[src/rtl/mau_pkg.sv]
// mau_pkg: shared encodings, state enum and alignment helper for mem_access_unit
package mau_pkg;
   localparam logic [1:0] SZ_BYTE = 2'b00;
   localparam logic [1:0] SZ_HALF = 2'b01;
   localparam logic [1:0] SZ_WORD = 2'b10;
   localparam logic [1:0] SZ_RSVD = 2'b11;
   localparam logic RW_READ  = 1'b1;
   localparam logic RW_WRITE = 1'b0;
   localparam logic [1:0] ERR_NONE    = 2'b00;
   localparam logic [1:0] ERR_ALIGN   = 2'b01;
   localparam logic [1:0] ERR_TIMEOUT = 2'b10;
   typedef enum logic [2:0] {S_IDLE, S_ISSUE, S_RELEASE, S_RESP, S_ERR} state_t;
   // Reserved size is rejected the same way as a misaligned access.
   function automatic logic misaligned(input logic [1:0] size, input logic [1:0] addr);
      return size == SZ_RSVD || (size == SZ_HALF && addr[0]) || (size == SZ_WORD && addr != 2'b00);
   endfunction
endpackage

[src/rtl/mem_access_unit_load_extender.sv]
// load_extender: combinational size/sign extension of right-justified load data
// Ports: data (raw captured word), size (SZ_* code), sgn (1 = sign-extend), ext (extended result)
module load_extender
   import mau_pkg::*;
#(
   parameter int DATA_W = 32
)(
   input  logic [DATA_W-1:0] data,
   input  logic [1:0]        size,
   input  logic              sgn,
   output logic [DATA_W-1:0] ext
);
   always_comb
      ext = size == SZ_BYTE ? {{(DATA_W-8){sgn & data[7]}}, data[7:0]}
          : size == SZ_HALF ? {{(DATA_W-16){sgn & data[15]}}, data[15:0]}
          : data;
endmodule

[src/rtl/mem_access_unit.sv]
// mem_access_unit: single-request load/store sequencer running the MFA/MFC handshake to RAM
// Ports: Clk/reset (async active-high); req_* request from control unit (valid/ready, rw, addr,
//   size, signed, wdata); resp_* one-cycle completion (valid, rdata, err); mem_* RAM side
//   (mfa, rw, addr, size, wdata out; rdata, mfc in).
// Optional: define MAU_TIMEOUT_EN to bound each MFC wait by TIMEOUT_CYCLES (resp_err=10).
module mem_access_unit
   import mau_pkg::*;
#(
   parameter int ADDR_W         = 9,
   parameter int DATA_W         = 32,
   parameter int TIMEOUT_CYCLES = 16
)(
   input  logic              Clk,
   input  logic              reset,
   input  logic              req_valid,
   output logic              req_ready,
   input  logic              req_rw,
   input  logic [ADDR_W-1:0] req_addr,
   input  logic [1:0]        req_size,
   input  logic              req_signed,
   input  logic [DATA_W-1:0] req_wdata,
   output logic              resp_valid,
   output logic [DATA_W-1:0] resp_rdata,
   output logic [1:0]        resp_err,
   output logic              mem_mfa,
   output logic              mem_rw,
   output logic [ADDR_W-1:0] mem_addr,
   output logic [1:0]        mem_size,
   output logic [DATA_W-1:0] mem_wdata,
   input  logic [DATA_W-1:0] mem_rdata,
   input  logic              mem_mfc
);
   state_t state, state_n;
   logic rw_q, sgn_q, accept, active, timed_out, to_q;
   logic [ADDR_W-1:0] addr_q;
   logic [1:0] size_q;
   logic [DATA_W-1:0] wdata_q, rdata_q, ext, wmask;
   assign accept = req_valid && req_ready;
   assign active = state == S_ISSUE || state == S_RELEASE;
`ifdef MAU_TIMEOUT_EN
   localparam int CNT_W = $clog2(TIMEOUT_CYCLES + 1);
   logic [CNT_W-1:0] cnt;
   logic hold;
   // Completion wins over a timeout that lands on the same cycle.
   assign timed_out = cnt == CNT_W'(TIMEOUT_CYCLES - 1) &&
                      ((state == S_ISSUE && !mem_mfc) || (state == S_RELEASE && mem_mfc));
   always_ff @(posedge Clk or posedge reset)
      if (reset) begin
         cnt  <= '0;
         to_q <= 1'b0;
         hold <= 1'b0;
      end else begin
         cnt  <= state_n != state ? '0 : cnt + 1'b1;
         to_q <= timed_out ? 1'b1 : accept ? 1'b0 : to_q;
         hold <= timed_out ? 1'b1 : hold && mem_mfc;
      end
   // A stuck-high MFC after a timeout must clear before the RAM sees a new request.
   assign req_ready = state == S_IDLE && !(hold && mem_mfc);
`else
   logic unused_timeout;
   assign unused_timeout = |TIMEOUT_CYCLES;
   assign timed_out = 1'b0;
   assign to_q      = 1'b0;
   assign req_ready = state == S_IDLE;
`endif
   always_comb begin
      state_n = state;
      case (state)
         S_IDLE:    if (accept) state_n = misaligned(req_size, req_addr[1:0]) ? S_ERR : S_ISSUE;
         S_ISSUE:   state_n = mem_mfc ? S_RELEASE : timed_out ? S_RESP : S_ISSUE;
         S_RELEASE: state_n = !mem_mfc || timed_out ? S_RESP : S_RELEASE;
         default:   state_n = S_IDLE;
      endcase
   end
   always_ff @(posedge Clk or posedge reset)
      if (reset) state <= S_IDLE;
      else state <= state_n;
   always_ff @(posedge Clk or posedge reset)
      if (reset) begin
         rw_q    <= 1'b0;
         sgn_q   <= 1'b0;
         addr_q  <= '0;
         size_q  <= '0;
         wdata_q <= '0;
         rdata_q <= '0;
      end else begin
         if (accept) begin
            rw_q    <= req_rw;
            sgn_q   <= req_signed;
            addr_q  <= req_addr;
            size_q  <= req_size;
            wdata_q <= req_wdata;
         end
         // Only the first MFC-high cycle is captured; later RAM data is ignored.
         if (state == S_ISSUE && mem_mfc) rdata_q <= mem_rdata;
      end
   load_extender #(.DATA_W(DATA_W)) u_ext (.data(rdata_q), .size(size_q), .sgn(sgn_q), .ext(ext));
   assign wmask      = size_q == SZ_BYTE ? DATA_W'(8'hFF) : size_q == SZ_HALF ? DATA_W'(16'hFFFF) : '1;
   assign mem_mfa    = state == S_ISSUE;
   assign mem_rw     = active && rw_q;
   assign mem_addr   = active ? addr_q : '0;
   assign mem_size   = active ? size_q : '0;
   assign mem_wdata  = active ? wdata_q & wmask : '0;
   assign resp_valid = state == S_RESP || state == S_ERR;
   assign resp_err   = state == S_ERR ? ERR_ALIGN : (state == S_RESP && to_q) ? ERR_TIMEOUT : ERR_NONE;
   assign resp_rdata = (state == S_RESP && rw_q == RW_READ && !to_q) ? ext : '0;
endmodule

[config.mk]
export PLATFORM = sky130hd
export DESIGN_NAME = mem_access_unit
export DESIGN_NICKNAME = d
export VERILOG_FILES = /design/src/rtl/mau_pkg.sv /design/src/rtl/mem_access_unit_load_extender.sv /design/src/rtl/mem_access_unit.sv
export SDC_FILE = /design/constraint.sdc
export NUM_CORES = 1
export LEC_CHECK = 0
export BUFFER_PORTS_ARGS = -buffer_cell sky130_fd_sc_hd__buf_4
export CAP_MARGIN = 20
export CORE_AREA = 2 2 114 89
export DETAILED_ROUTE_END_ITERATION = 6
export DIE_AREA = 0 0 116 91
export HOLD_SLACK_MARGIN = 0.06
export PLACE_DENSITY = 0.73
export SKIP_CTS_REPAIR_TIMING = 1
export SLEW_MARGIN = 5
export SYNTH_ARGS = -nofsm -noshare
export SYNTH_HDL_FRONTEND = slang
export SYNTH_SLANG_ARGS = --single-unit
[constraint.sdc]
create_clock -name Clk -period 5.8 [get_ports Clk]
set_clock_uncertainty 0.15 [all_clocks]
set_input_delay 0.58 -clock Clk [delete_from_list [all_inputs] [get_ports Clk]]
set_output_delay 0.58 -clock Clk [all_outputs]
set_load 0.03 [all_outputs]
* After elaboration in Yosys (flattened, before gate mapping)
Index checks and enable logic that the tools add are counted.
** Word-level totals
- Register bits :: 80
- Bits of input ports :: 81
- Output and inout port bits :: 81
- Logic and storage cells :: 46
** Cells by class
- Equality and inequality tests :: 9
- Multiplexer cells :: 14
- Bitwise gates (word level) :: 3
- Reductions and logical operators :: 13
** Operators by type and width (count)
- 32-bit 2-to-1 mux :: 6
- 32-bit AND :: 1
- 9-bit 2-to-1 mux :: 1
- 3-bit case mux with 3 select lines :: 1
- 3-bit by 2-bit == test with 1-bit output (second input constant) :: 2
- 1-bit logical AND :: 6
- 3-bit 2-to-1 mux :: 2
- 2-bit by 1-bit == test with 1-bit output (second input constant) :: 2
- 2-bit == test (second input constant) :: 2
- 1-bit logical OR :: 4
- 2-bit 2-to-1 mux :: 2
- 3-bit by 1-bit == test with 1-bit output (second input constant) :: 1
- 3-bit == test (second input constant) :: 1
- 3-bit logical NOT :: 1
- 1-bit AND :: 2
- 2-bit logical NOT :: 1
- 1-bit 2-to-1 mux :: 2
- 2-bit by 1-bit inequality test with 1-bit output (second input constant) :: 1
- 2-bit nonzero test :: 1

* Logic depth before layout (Yosys ltp)
Gate-level depths: netlist (run 1).
- Depth in word-level cells :: 7
- Mapped depth :: 5
- Mapped depth without buffers :: 3

* Hierarchy
From an unflattened synthesis (run 1), not the netlist that was laid out.
** Second synthesis, totals
- Cells, all modules :: 340
- Area, all modules :: 4072.7 µm²
** Modules (own cells, without submodules)
- mem_access_unit :: instances 1, cells an instance 274, area an instance 3687.3 µm², sequential area each 2001.9 µm²
- load_extender :: instances 1, cells an instance 66, area an instance 385.4 µm², sequential area each 0.0 µm²

* Worst setup path before layout (run 1)
No wires, ideal clock.
- Kind :: register to output
- Start :: reg state[2]
- End :: out resp_rdata[21]
- Arrival :: 1616 ps
- Required time :: 5070 ps
- Slack :: 3454 ps
- Stages on the path, launching flop included :: 6
- Path buffers :: 2
- Cell sequence :: dfrtp_1 > and4b_1 > buf_2 > o21ai_2 > clkbuf_1 > a21oi_1
** On the way
- Word-level cells in the longest chain between the ends :: 3
** RTL lines
- from (decl) :: RTL line mem_access_unit.sv:33 : state_t state, state_n;
- from (signal assigned) :: RTL line mem_access_unit.sv:77 : else state <= state_n;
- 3-bit by 2-bit == test with 1-bit output :: RTL line mem_access_unit.sv:106 : assign resp_rdata = (state == S_RESP && rw_q == RW_READ && !to_q) ? ext : '0;
- 1-bit logical AND :: RTL line mem_access_unit.sv:106
- 32-bit 2-to-1 mux :: RTL line mem_access_unit.sv:106
- to (decl) :: RTL line mem_access_unit.sv:23 : output logic [DATA_W-1:0] resp_rdata,
Every way passes these cells.

* Worst setup path after layout (run 1)
- Start :: reg state[0]
- End :: out mem_wdata[29]
** On the way
- Word-level cells in the longest chain between the ends :: 3
- Elaborated cells on any way between the ends :: 4
- Classes of those cells :: eq/ne: 2; mux: 1; reduce/logical: 1
** RTL lines
- 3-bit by 1-bit == test with 1-bit output or 3-bit by 2-bit == test with 1-bit output (tied branches) :: RTL line mem_access_unit.sv:39 : assign active = state == S_ISSUE || state == S_RELEASE;
- 1-bit logical OR * :: RTL line mem_access_unit.sv:39
- 32-bit 2-to-1 mux * :: RTL line mem_access_unit.sv:103 : assign mem_wdata = active ? wdata_q & wmask : '0;
- to (decl) :: RTL line mem_access_unit.sv:29 : output logic [DATA_W-1:0] mem_wdata,
Mark *: on every way between the ends. The rest lies on a longest branch, timed or not.

==> impl_results.md, run 1 <==
- Kind of critical path: reg -> out
- Fmax: 0.3470 GHz
- Die Y: 91 µm
- Post-synth cell types: 28
- Maximum VDD drop: approximately 0.32 mV
- Cell mode on critical path: buf_4
- Yosys reg bits: 80
- Mean Syn Cell Area: 12.00 µm²
- Root Driver: clkbuf_16
- Data arrival, critical path: 2150 ps
- DP Wirelength: 6.534 mm
- Outcome: completed
- Routability cong.: 0.7379
- Drt wl/cell: about 15 µm
- Synth-to-Final Area Change: 43.60%
- Tightest Pin Transition: 670.9 ps
- First-pass GRT wire length: 14.91 mm
- Setup TNS: 0 ps
- CTS tree: done
- PnR worst setup slack: 2918 ps
- Met1 Usage GRT: 24.16%
- N_diodes: 0
- Die X: between 100 and 150 µm
- DRC viols: 0
- Max stage delay cell, worst path: dfrtp_1
- 1st-iter DRT viols: 120
- ANT nets after route: 0
- Final nets: roughly 540
- Largest net degree at the start of global routing: 81
- Vias/cell: 4.780
- Final setup vio count: 0
- Max stage delay on crit path: 460 ps
- Pwr Density: 537.5 nW/µm²
- Skew-Pair Late Insertion Delay: approximately 330 ps
- Initial Util: 39.38%
- Max FO, Critical Path: 33
- Core area: 9387 µm²
- Final hold vios: 0
- Cell count after synthesis: 308
- Required @ worst endpoint: 5070 ps
- Met3 Use GR: roughly 6.2%
- Worst Hold Class: in -> async
- Slew margin rel.: 55.27%
- Met2 Use GR: 27.97%
- Critical Path End Type: primary output
- Htree depth: 3
- Worst slack, placed: around 3300 ps
- Via count: roughly 2900
- Ports: 162
- Delay-heaviest family, CP: buffers and inverters
- Crit share post-route: 49.69%
- Number of global-route vias before repair: 2925
- Sequential share of the synthesized area: 54.16%
- Yosys warning total: 0
- Mapped Nets: 389
- IO Port Bufs: 160
- Gr ovfl total: 0
- Worst path depth: 5
- GR peak layer: met2
- Worst reg2reg path depth: 4
- RSZ-0062 raised after global routing: no
- First-pass DRT Iterations: 4
- Clock Path Buffers: 2
- Tmin final: 2882 ps
- Critical Path, Cell by Cell: nand2b_1 -> a21oi_2 -> buf_4 -> and3_1 -> buf_4
- Total GRT Usage: 18.16%
- Layout cell share with drive strength beyond 1: 48.61%
- Clock sinks: 80
- Worst R2R Setup Slack: 3690 ps
- CP Buf/Inv Count: 2
- Routed WL: 9.215 mm
- Post-Syn Area: roughly 3700 µm²
- Max_cap viols: 0
- CTS buffer count: 9
- Rows: 31
- Slew Viols, Final: 0
- Total power: 0.002853 W
- LEAKAGE: 2.624 nW
- Die ar.: 10560 µm²
- Initial antenna violation count: 0
- CP Launch Type: flip-flop
- Clk slew on worst S/H paths: ~60 ps
==> cells in the mapped netlist, drive strengths merged <==
cell / count / area (µm²)
o22ai: 1 / 6.260
and2: 29 / 181.4
buf: 11 / 68.81
a22o: 1 / 8.760
nand2: 25 / 93.84
o21a: 1 / 7.510
nand3b: 2 / 15.01
and4b: 1 / 10.01
a21o: 2 / 15.01
conb: 1 / 3.750
a21oi: 26 / 133.9
nor2b: 2 / 12.51
mux2: 77 / 867.1
nor3: 1 / 10.01
or2: 1 / 6.260
inv: 2 / 7.510
dfrtp: 80 / 2002
nand3: 1 / 5.000
nor3b: 1 / 7.510
o21ai: 1 / 8.760
and3: 24 / 150.1
nand2b: 3 / 18.77
nor2: 3 / 11.26
clkbuf: 12 / 45.04
==> per-stage QoR <==
stage,instances,hold WS (ps),instance area [µm²],utilization (%)
global route,599,224.4,5308,56.54
finish,599,198.8,5308,56.54
global placement,581,309.1,4984,53.09
CTS,597,296.2,5268,56.12
detailed placement,581,315.9,4984,53.09
floorplan,308,298.9,3696,-
==> logic make-up after synthesis <==
| family | Yosys count | synth area share, % |
|---|---|---|
| AOI/OAI and AO/OA | 32 | 4.875 |
| buffers and inverters | 25 | 3.284 |
| DFF | 80 | 54.16 |
| muxes | 77 | 23.46 |
| and+or+nand+nor | 93 | 14.12 |
| other | 1 | 0.1015 |
==> placed cells by master, fill, tap and decap left out <==
cell | netlist | routed
buf_4 | 6 | 164
dfrtp_1 | 80 | 80
mux2_1 | 39 | 39
mux2_2 | 38 | 38
and2_1 | 29 | 28
a21oi_1 | 25 | 25
nand2_1 | 25 | 25
and3_1 | 24 | 24
clkbuf_16 | 0 | 9
clkinv_2 | 0 | 4
nand2b_1 | 3 | 3
nand3b_1 | 2 | 2
nor2b_1 | 2 | 2
a21o_1 | 2 | 2
nor2_1 | 3 | 2
clkbuf_8 | 0 | 2
buf_12 | 0 | 2
nor3_2 | 1 | 1
and2_2 | 0 | 1
inv_1 | 2 | 1
a21oi_2 | 1 | 1
o21a_1 | 1 | 1
o22ai_1 | 1 | 1
a22o_1 | 1 | 1
nor2_2 | 0 | 1
and4b_1 | 1 | 1
o21ai_2 | 1 | 1
or2_2 | 1 | 1
nand3_1 | 1 | 1
nor3b_1 | 1 | 1
conb_1 | 1 | 1
clkinv_4 | 0 | 1
clkinvlp_4 | 0 | 1
==> where the power goes <==
part	total, W	switching (W)	internal, W
logic	0.00133	0.000746	0.000587
clock network	0.000529	0.000217	0.000311
registers	0.000991	0.000148	0.000843
==> worst min-delay path, stage by stage <==
cell and delay [ps]:
buf_4 110, clkinv_2 30, buf_4 390
==> path summary, 6_finish.rpt <==
check                              start             to
setup / recovery                state[0]  mem_wdata[29]
hold / removal                     reset    rdata_q[22]
setup reg to reg                state[0]    wdata_q[11]
hold reg to reg              wdata_q[23]    wdata_q[23]
max in group asynchronous          reset          sgn_q
min in group Clk           req_wdata[29]    wdata_q[29]
==> registers in the layout (all words and copies together), names as in the netlist <==
signal,cells
sgn_q,1
rdata_q,32
size_q,2
wdata_q,32
rw_q,1
addr_q,9
state,3
==> cell type report <==
cell class                      count  area (µm²)
Timing Repair Buffer              166        1271
Clock buffer                       11       252.7
Fill cell                         826        4079
Clock inverter                      5       31.28
Sequential cell                    80        2002
Tap cell                          132       165.2
Multi-Input combinational cell    203        1577
Inverter                            2       8.758
==> per-layer routing <==
metal  wire (µm)  up-vias
met5           0        -
met3         737       11
met1        4206     1381
met4         118        0
met2        4151      106
li1            -     1365
No activity file was read; power rests on OpenSTA's default activity.
==> inputs of run 2 (changes only) <==
==> constraint.sdc (replaced) <==
create_clock -name Clk -period 2.8 [get_ports Clk]
set_clock_uncertainty 0.15 [all_clocks]
set_input_delay 0.28 -clock Clk [delete_from_list [all_inputs] [get_ports Clk]]
set_output_delay 0.28 -clock Clk [all_outputs]
set_load 0.03 [all_outputs]
==> impl_results.md, run 2 (same netlist as run 1, synthesis figures left out) <==
- PnR worst setup slack: 430.6 ps (-2487 ps)
- Delay-heaviest family, CP: compound AO/OA/AOI/OAI gates
- Via count: 3150 (+10%)
- N_diodes: 0 (unchanged)
- Root Driver: clkbuf_16
- Drt wl/cell: 15.01 µm (-2.4%)
- Rows: 31 (unchanged)
- Initial Util: 39.38% (unchanged)
- CTS buffer count: 9 (unchanged)
- Gr ovfl total: 0 (unchanged)
- Final nets: 621 (+14%)
- 1st-iter DRT viols: 110 (-8.3%)
- Die ar.: 10560 µm² (unchanged)
- First-pass DRT Iterations: 4 (unchanged)
- Post-route cell area: 6117 µm² (+15%)
- Post-place instance area: 5024 µm² (+0.80%)
- DP Wirelength: 6.557 mm (+0.34%)
- Most common cell after layout, fill and taps aside: buf_4
- Total GRT Usage: 17.59% (-0.57 points)
- Max_cap viols: 0 (unchanged)
- FF+latch area: 2002 µm² (unchanged)
- Die Y: 91 µm (unchanged)
- Clock Path Buffers: 2 (unchanged)
- Routed WL: 10.17 mm (+10%)
- Worst Hold Class: in -> reg
- IO Port Bufs: 160 (unchanged)
- Worst slack, placed: 844.9 ps (-2427 ps)
- Vias/cell: 4.653 (-2.7%)
- Pwr Density: 1008 nW/µm² (+88%)
- Die X: 116 µm (unchanged)
- Multi-input gate area: 1577 µm² (unchanged)
- Core area: 9387 µm² (unchanged)
- Slew margin rel.: 54.94% (-0.33 points)
- Synth-to-Final Area Change: 65.50%
- CP Buf/Inv Count: 1 (-1)
- Fmax: 0.4220 GHz
- Maximum VDD drop: 0.6352 mV (+96%)
- Max stage delay on crit path: 470 ps (about the same)
- Non-Filler Instances: 677 (+13%)
- Fill cells: 731 (-12%)
- RSZ-0062 raised after global routing: no
- Layout cell share with drive strength beyond 1: 41.47% (-7.1 points)
- Critical Path, Cell by Cell: and4b_1 -> o21ai_2 -> a21oi_1 -> buf_4
- Final setup vio count: 0 (unchanged)
- Clk slew on worst S/H paths: 60 ps (about the same)
- Final hold vios: 0 (unchanged)
- Htree depth: 3 (unchanged)
- Skew-Pair Late Insertion Delay: 330 ps (about the same)
- Clock sinks: 80 (unchanged)
- Outcome: completed
- CP Launch Type: flip-flop
- Largest net degree at the start of global routing: 47 (-42%)
- LEAKAGE: 2.965 nW (+13%)
- Required @ worst endpoint: 2370 ps (-2700 ps)
- Kind of critical path: reg -> out
- Max stage delay cell, worst path: dfrtp_1
- Slew Viols, Final: 0 (unchanged)
- ANT nets after route: 0 (unchanged)
- Most frequent cells in the layout: buf_4, dfrtp_1, dlygate4sd3_1
- Setup TNS: 0 ps (unchanged)
- Inst Count DP: 583 (+0.34%)
- Crit share post-route: 84.62%
- Max FO, Critical Path: 16 (-52%)
- Tmin final: 2369 ps
- Critical Path End Type: primary output
- Number of global-route vias before repair: 3010 (+2.9%)
- Regs by FF count: rdata_q (32), wdata_q (32), addr_q (9)
- Data arrival, critical path: 1940 ps (-210 ps)
- First-pass GRT wire length: 14.54 mm (-2.5%)
- Initial antenna violation count: 0 (unchanged)
- CTS tree: done
- Routability cong.: 0.7751 (+5.0%)
- DRC viols: 0 (unchanged)
- Tightest Pin Transition: 675.1 ps (+4.226 ps)
- Ports: 162 (unchanged)
run 2: cell types whose count changed in the layout (fill, tap and decap cells not counted), sizes merged:
cell	previous run	this run
bufinv	0	2
clkbuf	11	10
clkinvlp	1	0
dlygate4sd3	0	78
run 2: worst paths after layout:
path,from,end,slack (ps),depth (start not counted)
worst max-delay path,state[2],resp_rdata[27],430,4
worst min-delay path,req_size[1],size_q[1],50,2
worst max register to register,state[0],addr_q[7],940,4
worst min register to register,wdata_q[17],wdata_q[17],330,1
max in group asynchronous,reset,addr_q[6],1400,4
min in group asynchronous,reset,rdata_q[25],440,3
run 2: final cells by class:
class	instances	area share (%)
Clock buffer	10	3.743
Clock inverter	6	1.370
Inverter	2	0.1432
Multi-Input combinational cell	203	25.77
Sequential cell	80	32.73
Tap cell	132	2.700
Timing Repair Buffer	244	33.54
run 2: stage by stage:
step                power (W)  hold WS, ps  utilization (%)
CTS                  0.006131       -102.9            56.85
global placement     0.004803        257.6            53.52
finish               0.006166        52.55            65.17
detailed placement   0.004876        260.7            53.52
global route         0.006553        59.76            65.17
floorplan            0.003927        243.2                -
run 2: power breakdown:
group	internal [W]	switching [W]	leakage (nW)	total, W
Clock	0.000777	0.000447	0.156	0.00122
Sequential	0.00175	0.000319	0.948	0.00207
Combinational	0.00130	0.00158	1.86	0.00288
Total	0.00382	0.00234	2.96	0.00617
run 2: per-layer routing:
metal	global-route usage, %	routed length [µm]
met4	5.357	137
met1	22.19	4381
met3	7.410	742
met5	0	0
met2	27.49	4904
